`config.mk`:
```
export PLATFORM = sky130hd
export DESIGN_NAME = uart_tx
export DESIGN_NICKNAME = d
export VERILOG_FILES = /design/src/rtl/uart_tx.sv
export SDC_FILE = /design/constraint.sdc
export NUM_CORES = 1
export LEC_CHECK = 0
export CORE_MARGIN = 1.5
export CORE_UTILIZATION = 50
export CTS_CLUSTER_SIZE = 28
export DETAILED_ROUTE_END_ITERATION = 8
export GPL_ROUTABILITY_DRIVEN = 0
export GPL_TIMING_DRIVEN = 0
export PLACE_DENSITY_LB_ADDON = 0.08
export SYNTH_ARGS = -nofsm -noshare
export SYNTH_HDL_FRONTEND = slang
export SYNTH_SLANG_ARGS = --single-unit
```
`constraint.sdc`:
```
create_clock -name clk -period 3.9 [get_ports clk]
set_clock_uncertainty 0.15 [all_clocks]
set_input_delay 0.78 -clock clk [delete_from_list [all_inputs] [get_ports clk]]
set_output_delay 0.78 -clock clk [all_outputs]
set_load 0.1 [all_outputs]
```
`src/rtl/uart_tx.sv`:
```
// Register-mapped 8N1 UART transmitter with a small byte FIFO.
// Bridge sees DATA/CTRL/DIV/STATUS; tx is a registered serial line.
module uart_tx #(
    parameter int          FIFO_DEPTH = 4,
    parameter logic [15:0] DIV_RESET  = 16'd8
) (
    input  logic        clk,
    input  logic        rst,
    input  logic [1:0]  Addr,
    input  logic        Write_Enabled,
    input  logic [31:0] Data_In,
    output logic [31:0] Data_Out,
    output logic        INT_REQ,
    output logic        tx
);

    localparam int AW = $clog2(FIFO_DEPTH);
    localparam int CW = $clog2(FIFO_DEPTH + 1);

    typedef enum logic [1:0] {
        IDLE,
        START,
        DATA,
        STOP
    } state_t;

    state_t state;
    state_t state_next;

    logic [7:0]    mem [FIFO_DEPTH];
    logic [AW-1:0] wr_ptr;
    logic [AW-1:0] rd_ptr;
    logic [CW-1:0] count;

    logic        txen;
    logic        irqen;
    logic        ovf;
    logic [15:0] div;
    logic [15:0] div_lat;
    logic [15:0] baud;
    logic [2:0]  bit_cnt;
    logic [7:0]  shift;
    logic        tx_next;

    logic wr_data;
    logic wr_ctrl;
    logic wr_div;
    logic wr_status;
    logic empty;
    logic full;
    logic busy;
    logic push;
    logic pop;
    logic start_ok;
    logic bit_end;
    logic [2:0] cnt3;
    logic unused_bits;

    assign wr_data   = Write_Enabled && (Addr == 2'd0);
    assign wr_ctrl   = Write_Enabled && (Addr == 2'd1);
    assign wr_div    = Write_Enabled && (Addr == 2'd2);
    assign wr_status = Write_Enabled && (Addr == 2'd3);

    assign empty    = (count == '0);
    assign full     = (count == CW'(FIFO_DEPTH));
    assign busy     = (state != IDLE);
    assign push     = wr_data && !full;
    assign start_ok = txen && !empty;
    assign bit_end  = (baud == div_lat - 16'd1);
    // A pop only ever happens when a new frame starts.
    assign pop      = start_ok &&
                      ((state == IDLE) || ((state == STOP) && bit_end));

    assign INT_REQ     = irqen && empty && !busy;
    assign cnt3        = 3'(count);
    assign unused_bits = ^Data_In[31:16];

    always_comb begin
        Data_Out = '0;
        case (Addr)
            2'd0: Data_Out = '0;
            2'd1: Data_Out = {30'b0, irqen, txen};
            2'd2: Data_Out = {16'b0, div};
            2'd3: Data_Out = {25'b0, ovf, cnt3, empty, full, busy};
            default: Data_Out = '0;
        endcase
    end

    always_ff @(posedge clk or posedge rst) begin
        if (rst) begin
            txen  <= 1'b0;
            irqen <= 1'b0;
            div   <= DIV_RESET;
            ovf   <= 1'b0;
        end else begin
            if (wr_ctrl) begin
                txen  <= Data_In[0];
                irqen <= Data_In[1];
            end
            if (wr_div) begin
                div <= (Data_In[15:0] == 16'd0) ? 16'd1 : Data_In[15:0];
            end
            if (wr_status) begin
                ovf <= 1'b0;
            end else if (wr_data && full) begin
                ovf <= 1'b1;
            end
        end
    end

    always_ff @(posedge clk) begin
        if (push) begin
            mem[wr_ptr] <= Data_In[7:0];
        end
    end

    always_ff @(posedge clk or posedge rst) begin
        if (rst) begin
            wr_ptr <= '0;
            rd_ptr <= '0;
            count  <= '0;
        end else begin
            if (push) begin
                wr_ptr <= wr_ptr + AW'(1);
            end
            if (pop) begin
                rd_ptr <= rd_ptr + AW'(1);
            end
            if (push && !pop) begin
                count <= count + CW'(1);
            end else if (pop && !push) begin
                count <= count - CW'(1);
            end
        end
    end

    always_ff @(posedge clk or posedge rst) begin
        if (rst) begin
            state <= IDLE;
        end else begin
            state <= state_next;
        end
    end

    always_comb begin
        state_next = state;
        unique case (state)
            IDLE:  if (start_ok) state_next = START;
            START: if (bit_end) state_next = DATA;
            DATA:  if (bit_end && (bit_cnt == 3'd7)) state_next = STOP;
            STOP:  if (bit_end) state_next = start_ok ? START : IDLE;
            default: state_next = IDLE;
        endcase
    end

    always_comb begin
        tx_next = tx;
        unique case (state)
            IDLE:  tx_next = !pop;
            START: if (bit_end) tx_next = shift[0];
            DATA:  if (bit_end) tx_next = (bit_cnt == 3'd7) ? 1'b1 : shift[1];
            STOP:  if (bit_end) tx_next = !pop;
            default: tx_next = 1'b1;
        endcase
    end

    // Divisor is latched at pop so DIV writes only affect later frames.
    always_ff @(posedge clk or posedge rst) begin
        if (rst) begin
            tx      <= 1'b1;
            shift   <= '0;
            div_lat <= 16'd1;
            baud    <= '0;
            bit_cnt <= '0;
        end else begin
            tx <= tx_next;
            if (pop) begin
                shift   <= mem[rd_ptr];
                div_lat <= div;
                baud    <= '0;
                bit_cnt <= '0;
            end else if (state != IDLE) begin
                if (bit_end) begin
                    baud <= '0;
                    if (state == DATA) begin
                        shift   <= shift >> 1;
                        bit_cnt <= bit_cnt + 3'd1;
                    end
                end else begin
                    baud <= baud + 16'd1;
                end
            end
        end
    end

endmodule
```
==> results.toml <==
[outcome]
outcome = "complete, no violations"

[routing]
via_per_inst = 5.52
drt_wl_total_mm = 11.4
routedWlPerCell_microns = 16.6
vias = 3778
antenna_left = 0
dr.pass1.iters = 4
drt_iter0_drc = 232
drc = 0

[layout]
multi_input_area_sq_um = 2610
antennaDiodeCount = 0
fill_cells = 898
area_delta_synth_final_pct = 17.0
fin_nets = 591
post-route-util = 0.599
drive_gt1_frac = 0.233
register_area_sq_um = 2770

[grt]
grt_pass1_vias = 3737
grt_remaining_overflow = 0
track_usage = 0.214
grt_max_degree = 56
antenna_found_initial = 0
grt_pass1_wl_mm = 18.9

[floorplan]
die_area_sq_um = 11700
rows = 38
coreArea_sq_um = 10800
ioPinCount = 71
fp.dieH_microns = 108
initial_core_util = 0.512
dieWidth_microns = 108

[yosys]
synthDistinctLibCells = 64
netlist_area_sq_um = 5530
post-synth-top-area-fraction = 0.312
synthCells = 472
yosys.area.top_type = "dfrtp_1"
synth_ff_type = "dfrtp_1"
yosysSeqAreaShare = 0.500
avgSynthCellArea_sq_um = 11.7
synth_edf_count = 32
synth-seq-cells = 104
async_flop_share = 0.692
ys_warn_count = 0
synth.area.top_cells = "dfrtp_1 (31%), edfxtp_1 (17%), mux2_2 (6.3%)"

[sta]
period_minus_slack_ns = 3.80
rsz0062_at_grt = "true"
clock.fmax_mhz = 263
setup_viol = 0
post-route-period-util = 0.975
max_slew.worst_pin.slew_ns = 0.970
timing.final.hold_violations = 0
tns_ns = 0
drv_slew = 0
max-slew-margin-rel = 0.351

[min_path]
min_path_cells = 1
min_path_type = "flop to flop"
hold_end = "div_lat[11]"
hp-start = "div[11]"

[cts]
ctsHtreeMaxLevel = 3
clk-insertion-delay-late_ns = 0.38
cts_made_buffers = 9
clk_pin_slew_worst_paths_ns = 0.11
clk_path_buf_depth = 2
cts_tree = "built"
cts_root_buf = "clkbuf_8"
cts_num_sinks = 104

[critical_path]
r2r_start = "div_lat[1]"
arrival_ns = 3.93
cp_max_fo = 9
r2r_setup_slack_ns = 0.1
reg2reg_to = "cnt3[1]"
start_kind = "flop"
rr_worst_depth = 14
critPathCaptureType = "flop"
critPathKind = "flop to flop"
required_ns = 4.03

[placement]
port_buffers = 38
hpwl_mm = 8.38

[pwr]
power_density_nw_per_um2 = 654
leakage_nw = 2.66
p_total_mw = 4.23
peakVddDrop_uv = 326

[job]
cap_violations = 0
placed cells by master (no fill, tap or decap), types with 8 or more instances in the layout:
cell	synthesis	routed
dfrtp_1	69	67
nand2_1	37	37
edfxtp_1	32	32
mux2_2	31	31
o21ai_0	28	28
buf_4	18	23
clkdlybuf4s50_1	0	21
xnor2_1	17	17
conb_1	1	16
nor2_1	15	15
mux2i_1	15	15
and2_1	14	14
xor2_1	12	12
ha_1	13	12
and3_1	11	11
a22o_1	11	11
inv_1	13	10
nor2b_1	9	9
a211oi_1	9	9
clkbuf_8	0	9
clkbuf_1	10	8
mux4_2	8	8
clkdlybuf4s15_1	0	8
per-layer routing:
| layer | wire length [microns] | vias to the layer above | global-route usage |
|---|---|---|---|
| met3 | 391 | 12 | 0.0512 |
| met4 | 142 | 0 | 0.0686 |
| met5 | 0 | - | 0 |
| met2 | 5550 | 83 | 0.342 |
| met1 | 5300 | 1856 | 0.288 |
| li1 | - | 1827 | - |
worst max path at each step:
stage | from | end | slack (ns) | cells after the start
3_3_place_gp | div_lat[0] | cnt3[1] | -0.37 | 16
5_1_grt | div_lat[1] | cnt3[1] | -0.02 | 14
2_1_floorplan | div_lat[0] | cnt3[1] | 0.02 | 16
6_report | div_lat[1] | cnt3[1] | 0.1 | 14
4_1_cts | div_lat[1] | cnt3[1] | -0.003 | 14
3_5_place_dp | div_lat[0] | cnt3[2] | -0.41 | 18
worst max-delay path, cell delays in order, from the launching register on:
cell and delay (ns):
dfrtp_2 0.43, inv_2 0.08, ha_4 0.19, or4b_4 0.54, nor2_4 0.13, or4b_4 0.46
o311a_2 0.17, nor4b_4 0.26, a22o_1 0.19, buf_6 0.11, inv_1 0.05, ha_1 0.20
inv_1 0.08, fa_1 0.40, mux2_2 0.26
flip-flops by register name, summed over array words and instances (netlist names), 2 cells and up:
register / cells
bit_cnt: 3
div_lat: 16
baud: 16
rd_ptr: 2
wr_ptr: 2
cnt3: 3
state: 2
shift: 8
div: 16
mem: 32
cell usage after synthesis, types with 2 or more instances:
cell      instances
dfrtp_1          69
nand2_1          37
edfxtp_1         32
mux2_2           31
o21ai_0          28
buf_4            18
xnor2_1          17
mux2i_1          15
nor2_1           15
and2_1           14
ha_1             13
inv_1            13
xor2_1           12
a22o_1           11
and3_1           11
clkbuf_1         10
a211oi_1          9
nor2b_1           9
mux4_2            8
nor3_1            8
nor4_1            8
a21oi_1           6
o21ai_2           6
buf_2             5
nand3_1           5
nand4_1           5
buf_6             4
or3_1             4
a21o_1            3
dfstp_2           3
nand2b_1          3
nor3b_1           3
mux2_1            2
o211ai_1          2
o31ai_1           2
or2_2             2
or4_1             2
cells by family after synthesis:
group	after synthesis	share of synthesized area
AND/OR/NAND/NOR	133	0.131
AO/OA/AOI/OAI	84	0.109
other	1	0.000678
XOR/XNOR	29	0.0459
buffers and inverters	51	0.0534
multiplexers	56	0.127
adder cells (fa/ha/maj)	14	0.0330
flip-flops	104	0.500
power by group:
group          switching, mW  internal (mW)  leakage [nW]
logic                   1.11          0.802          1.38
registers              0.268           1.39          1.18
clock network          0.407          0.250        0.0964
total                   1.79           2.44          2.66
repair_timing:
action	4_1_cts	5_1_grt
hold buffers	0	0
endpoints found under the setup margin	19	13
setup buffers	2	4
pin swaps	2	4
resized for setup	22	26
final cells by class:
class / instances / share of cell area
clock inverters: 7 / 0.0116
plain buffers: 35 / 0.0367
repair buffers: 45 / 0.0665
multi-input cells: 332 / 0.403
inverters: 13 / 0.00793
well taps: 140 / 0.0271
clock buffers: 9 / 0.0191
flip-flops and latches: 104 / 0.428
stage by stage:
step | hold WS (ns) | instance area (sq um) | instances | worst slack (ns)
3_3_place_gp | 0.337 | 6160 | 665 | -0.370
6_report | 0.381 | 6470 | 685 | 0.0980
4_1_cts | 0.381 | 6390 | 682 | -0.00329
5_1_grt | 0.399 | 6470 | 685 | -0.0212
3_5_place_dp | 0.355 | 6190 | 666 | -0.409
2_1_floorplan | 0.308 | 5600 | 487 | 0.0208
Note: power is estimated with default switching activity, not from simulation.
